File: config.mk
export PLATFORM = sky130hd
export DESIGN_NAME = fill_run_encoder
export DESIGN_NICKNAME = d
export VERILOG_FILES = /design/src/rtl/fill_run_encoder.sv
export SDC_FILE = /design/constraint.sdc
export NUM_CORES = 1
export LEC_CHECK = 0
export ABC_CLOCK_PERIOD_IN_PS = 5900
export CAP_MARGIN = 30
export CORE_ASPECT_RATIO = 0.8
export CORE_MARGIN = 10
export CORE_UTILIZATION = 30
export DETAILED_ROUTE_END_ITERATION = 12
export PLACE_DENSITY = 0.47
export SYNTH_ARGS = -nofsm -noshare
export SYNTH_HDL_FRONTEND = slang
export SYNTH_SLANG_ARGS = --single-unit
File: constraint.sdc
create_clock -name clk -period 5.9 [get_ports clk]
set_clock_uncertainty 0.05 [all_clocks]
set_input_delay 0.885 -clock clk [delete_from_list [all_inputs] [get_ports clk]]
set_output_delay 0.885 -clock clk [all_outputs]
set_load 0.02 [all_outputs]
File: src/rtl/fill_run_encoder.sv
// Run-length encoder for a word stream: all-zero / all-ones fill words collapse into
// (kind, count) tokens, anything else passes through as a one-word literal token.
module fill_run_encoder #(
    parameter int unsigned W  = 64,
    parameter int unsigned CW = 4
) (
    input  logic          clk,
    input  logic          rst_n,
    input  logic          in_valid,
    output logic          in_ready,
    input  logic [W-1:0]  in_data,
    input  logic          in_last,
    output logic          out_valid,
    input  logic          out_ready,
    output logic [1:0]    out_kind,
    output logic [CW-1:0] out_count,
    output logic [W-1:0]  out_data,
    output logic          out_last
);

    localparam logic [1:0]    KLit   = 2'd0;
    localparam logic [1:0]    KFill0 = 2'd1;
    localparam logic [1:0]    KFill1 = 2'd2;
    localparam logic [CW-1:0] MaxRun = {CW{1'b1}};

    typedef enum logic [1:0] {StIdle, StAcc, StFlush} state_e;

    state_e        state_q, state_d;
    logic [1:0]    kind_q, kind_d;
    logic [CW-1:0] cnt_q, cnt_d;
    logic [W-1:0]  hold_data_q, hold_data_d;
    logic          hold_last_q, hold_last_d;

    logic          out_valid_q, out_valid_d;
    logic [1:0]    out_kind_q, out_kind_d;
    logic [CW-1:0] out_count_q, out_count_d;
    logic [W-1:0]  out_data_q, out_data_d;
    logic          out_last_q, out_last_d;

    logic          slot_free, accept;
    logic [1:0]    in_kind, proc_kind, emit_kind;
    logic          proc_en, proc_last, emit, emit_last;
    logic [W-1:0]  proc_data;
    logic [CW-1:0] emit_cnt;

    function automatic logic [1:0] classify(input logic [W-1:0] d);
        if (d == '0) return KFill0;
        if (d == '1) return KFill1;
        return KLit;
    endfunction

    assign slot_free = !out_valid_q || out_ready;
    assign in_ready  = (state_q != StFlush) && slot_free;
    assign accept    = in_valid && in_ready;
    assign in_kind   = classify(in_data);

    always_comb begin
        state_d     = state_q;
        kind_d      = kind_q;
        cnt_d       = cnt_q;
        hold_data_d = hold_data_q;
        hold_last_d = hold_last_q;
        proc_en     = 1'b0;
        proc_data   = in_data;
        proc_last   = in_last;
        emit        = 1'b0;
        emit_kind   = kind_q;
        emit_cnt    = cnt_q;
        emit_last   = 1'b0;

        case (state_q)
            StIdle: proc_en = accept;
            StAcc: begin
                if (accept) begin
                    if (in_kind == kind_q) begin
                        if (!in_last && cnt_q < MaxRun - CW'(1)) begin
                            cnt_d = cnt_q + CW'(1);
                        end else begin
                            emit      = 1'b1;
                            emit_cnt  = cnt_q + CW'(1);
                            emit_last = in_last;
                            state_d   = StIdle;
                            cnt_d     = '0;
                        end
                    end else begin
                        // Close the run now; the mismatching word is replayed from hold
                        emit        = 1'b1;
                        hold_data_d = in_data;
                        hold_last_d = in_last;
                        state_d     = StFlush;
                    end
                end
            end
            StFlush: begin
                if (slot_free) begin
                    proc_en   = 1'b1;
                    proc_data = hold_data_q;
                    proc_last = hold_last_q;
                end
            end
            default: state_d = StIdle;
        endcase

        proc_kind = classify(proc_data);
        if (proc_en) begin
            state_d = StIdle;
            cnt_d   = '0;
            if (proc_kind == KLit || proc_last) begin
                emit      = 1'b1;
                emit_kind = proc_kind;
                emit_cnt  = CW'(1);
                emit_last = proc_last;
            end else begin
                state_d = StAcc;
                kind_d  = proc_kind;
                cnt_d   = CW'(1);
            end
        end

        out_valid_d = out_valid_q;
        out_kind_d  = out_kind_q;
        out_count_d = out_count_q;
        out_data_d  = out_data_q;
        out_last_d  = out_last_q;
        if (slot_free) out_valid_d = 1'b0;
        // emit is only ever raised while the slot is free
        if (emit) begin
            out_valid_d = 1'b1;
            out_kind_d  = emit_kind;
            out_count_d = emit_cnt;
            out_data_d  = (emit_kind == KLit) ? proc_data : {W{emit_kind == KFill1}};
            out_last_d  = emit_last;
        end
    end

    always_ff @(posedge clk or negedge rst_n) begin
        if (!rst_n) begin
            state_q     <= StIdle;
            kind_q      <= '0;
            cnt_q       <= '0;
            hold_data_q <= '0;
            hold_last_q <= 1'b0;
            out_valid_q <= 1'b0;
            out_kind_q  <= '0;
            out_count_q <= '0;
            out_data_q  <= '0;
            out_last_q  <= 1'b0;
        end else begin
            state_q     <= state_d;
            kind_q      <= kind_d;
            cnt_q       <= cnt_d;
            hold_data_q <= hold_data_d;
            hold_last_q <= hold_last_d;
            out_valid_q <= out_valid_d;
            out_kind_q  <= out_kind_d;
            out_count_q <= out_count_d;
            out_data_q  <= out_data_d;
            out_last_q  <= out_last_d;
        end
    end

    assign out_valid = out_valid_q;
    assign out_kind  = out_kind_q;
    assign out_count = out_count_q;
    assign out_data  = out_data_q;
    assign out_last  = out_last_q;

endmodule

==> impl_metrics.py <==
metrics = {
    "routing": {
        "initial_drc_count": 578,
        "num_vias": 6430,
        "wire_per_inst_um": 23.0,
        "drcViolationCount": 0,
        "vias_per_cell": 5.57,
        "routed_wl_mm": 26.6,
        "ant_nets": 0,
        "detailedRoute.firstPassIterationCount": 5,
    },
    "sta": {
        "final.min_clock_period_ps": 4210,
        "grt_setup_unrepaired": "no",
        "timing.final.max_slew_violations": 0,
        "final_min_period_over_clock_period": 0.714,
        "worstMarginPinSlew_ps": 903,
        "maxClockFrequency_mhz": 237,
        "hold_violations": 0,
        "slew_headroom": 0.395,
        "report.final.setup_viol": 0,
        "setup-tns-final_ps": 0,
    },
    "yosys": {
        "ys_warn_count": 0,
        "yosysSeqAreaShare": 0.499,
        "synth_edf_count": 0,
        "number_of_nets_produced_by_synthesis": 782,
        "synth_flop_cell": "sky130_fd_sc_hd__dfrtp_1",
        "synth_top_area_share": 0.499,
        "synth.ff_latch_count": 145,
        "mappedNetlistArea_um2": 7270,
        "synth_common_cells": "sky130_fd_sc_hd__dfrtp_1, sky130_fd_sc_hd__nand2_1, sky130_fd_sc_hd__nand4_1, sky130_fd_sc_hd__mux2_2, sky130_fd_sc_hd__a22o_1",
        "post-synth-top-count-cell": "sky130_fd_sc_hd__dfrtp_1",
        "share_of_synthesized_flip_flops_with_an_asynchronous_set_or_reset": 1.00,
        "leading_post_synthesis_cells_by_cell_area": "sky130_fd_sc_hd__dfrtp_1, sky130_fd_sc_hd__mux2_2, sky130_fd_sc_hd__nand4_1",
        "synth_cell_type_count": 42,
        "post_synth_inst_count": 711,
        "synth_top_area_cell": "sky130_fd_sc_hd__dfrtp_1",
        "syn_area_per_cell_um2": 10.2,
    },
    "finish": {
        "finish.instance_area_um2": 9630,
        "final_core_density": 0.407,
        "final_layout_size_suffix_gt1_frac": 0.143,
        "area_growth_syn_to_layout_pct": 32.4,
        "final_net_count": 899,
    },
    "clocking": {
        "post_cts_resized": 0,
        "count_of_h_tree_levels_built_during_cts": 4,
        "cts.sink_count": 145,
        "clk_root_buffer_cell": "sky130_fd_sc_hd__clkbuf_16",
        "post_cts.repair.setup_buffers": 0,
        "clock_path_buffers": 2,
        "clock_latency_ps": 430,
        "cts_made_buffers": 17,
        "clk_transition_reported_paths_ps": 70,
        "tritoncts": "done",
        "hold_buffers_post_cts": 0,
    },
    "placed_design": {
        "place.detailed.hpwl_mm": 19.4,
        "io_buffer_count": 141,
        "placed_instance_area_um2": 8990,
        "gp_congestion": 0.883,
    },
    "hold_path": {
        "hp-class": "in -> async",
    },
    "global_routing": {
        "grt.total_usage": 0.168,
        "first_global_vias": 6492,
        "grt_first_pass_wirelength_mm": 41.1,
        "pin_count_of_the_biggest_net_entering_global_routing": 97,
        "overflow_left_after_global_routing": 0,
        "number_of_antenna_violations_at_the_first_check_in_global_routing": 1,
    },
    "floorplan": {
        "die-area_um2": 30900,
        "die_h_um": 159,
        "initial_utilization": 0.308,
        "dieWidth_um": 194,
        "coreArea_um2": 23600,
        "rows": 50,
        "io_pins": 142,
    },
    "setup_path": {
        "critical_path_class": "in -> reg",
        "worstSetupEndpointType": "flip-flop",
        "signal_arrival_time_at_the_worst_endpoint_ps": 4470,
        "worstPathRequired_ps": 6150,
        "timing.critical_path.from_type": "primary input",
        "crit_fanout": 51,
    },
    "flow_run": {
        "max_cap_violations": 0,
    },
    "power": {
        "leakagePower_nw": 3.93,
        "power_density_nw_per_um2": 321,
        "vdd_drop_max_uv": 178,
    },
    "run_status": {
        "status": "finished clean",
    },
}
## placed cells by master, fill, tap and decap left out, types with 4 or more instances in the layout
master,n
sky130_fd_sc_hd__nand2_1,138
sky130_fd_sc_hd__clkinvlp_4,4
sky130_fd_sc_hd__nand4_1,119
sky130_fd_sc_hd__a21oi_1,7
sky130_fd_sc_hd__clkdlybuf4s50_1,140
sky130_fd_sc_hd__clkbuf_16,17
sky130_fd_sc_hd__inv_1,4
sky130_fd_sc_hd__a22o_1,64
sky130_fd_sc_hd__dfrtp_1,145
sky130_fd_sc_hd__nor2_1,11
sky130_fd_sc_hd__mux2i_1,4
sky130_fd_sc_hd__bufinv_16,4
sky130_fd_sc_hd__mux2_2,67
sky130_fd_sc_hd__nor2b_1,5
sky130_fd_sc_hd__nor4_1,45
sky130_fd_sc_hd__buf_4,8
## path summary, 6_finish.rpt
| check | startpoint | endpoint | slack [ps] | depth (start not counted) |
|---|---|---|---|---|
| max in group asynchronous | rst_n | out_data[5] | 4830 | 2 |
| worst max register to register | state_q[0] | out_data[26] | 2440 | 7 |
| worst min-delay path | rst_n | out_kind[0] | 220 | 1 |
| worst max-delay path | in_data[30] | hold_data_q[3] | 1690 | 9 |
| min in group clk | out_data[10] | out_data[10] | 450 | 1 |
| worst min register to register | out_data[10] | out_data[10] | 450 | 1 |
## per-stage QoR
| stage | power, mW | setup slack [ps] | std cells | hold slack (ps) |
|---|---|---|---|---|
| floorplan | 1.57 | 2820 | 711 | 444 |
| global placement | 1.92 | 1420 | 1120 | 437 |
| detailed placement | 1.94 | 1370 | 1121 | 440 |
| CTS | 3.13 | 1820 | 1153 | 212 |
| global route | 3.24 | 1570 | 1154 | 209 |
| finish | 3.09 | 1690 | 1154 | 222 |
## cell type report
class	instances	area (um^2)
Tap cell	312	390
Fill cell	2278	14000
Multi-Input combinational cell	508	3420
Inverter	4	15.0
Sequential cell	145	3630
Timing Repair Buffer	152	1540
Antenna cell	1	2.50
Clock inverter	11	176
Clock buffer	21	460
## worst max-delay path: stages
cell and delay, ps:
sky130_fd_sc_hd__clkdlybuf4s50_1 480, sky130_fd_sc_hd__nor4_1 630, sky130_fd_sc_hd__nand4_1 310, sky130_fd_sc_hd__nor4_4 460, sky130_fd_sc_hd__xnor2_1 170, sky130_fd_sc_hd__and2_1 330, sky130_fd_sc_hd__nor2_4 440, sky130_fd_sc_hd__buf_12 340
sky130_fd_sc_hd__mux2_2 380
## routing by layer
metal,share of wire,GRT usage,vias up
met3,0.068,0.0462,19
met4,0.012,0.0419,0
li1,-,-,2955
met2,0.43,0.242,202
met1,0.49,0.242,3254
met5,0,0,-
## power breakdown
group | total [mW] | switching [mW] | internal, mW | leakage, nW
Clock | 1.18 | 0.443 | 0.735 | 0.297
Combinational | 0.648 | 0.327 | 0.321 | 1.85
Sequential | 1.26 | 0.123 | 1.14 | 1.78
Total | 3.09 | 0.893 | 2.20 | 3.93
## registers in the layout, indices dropped and copies added, names as in the netlist
name         count
out_data        64
kind_q           2
hold_data_q     64
out_valid        1
out_kind         2
hold_last_q      1
out_count        4
out_last         1
cnt_q            4
state_q          2
## kinds of logic after synthesis
kind of cell | Yosys count | synth area share
AO/OA/AOI/OAI | 93 | 0.106
XOR/XNOR | 2 | 0.00241
adder cells (fa/ha/maj) | 2 | 0.00344
buffers and inverters | 58 | 0.0380
flip-flops | 145 | 0.499
multiplexers | 71 | 0.109
AND/OR/NAND/NOR | 340 | 0.242
Note: power is estimated with default switching activity, not from simulation.
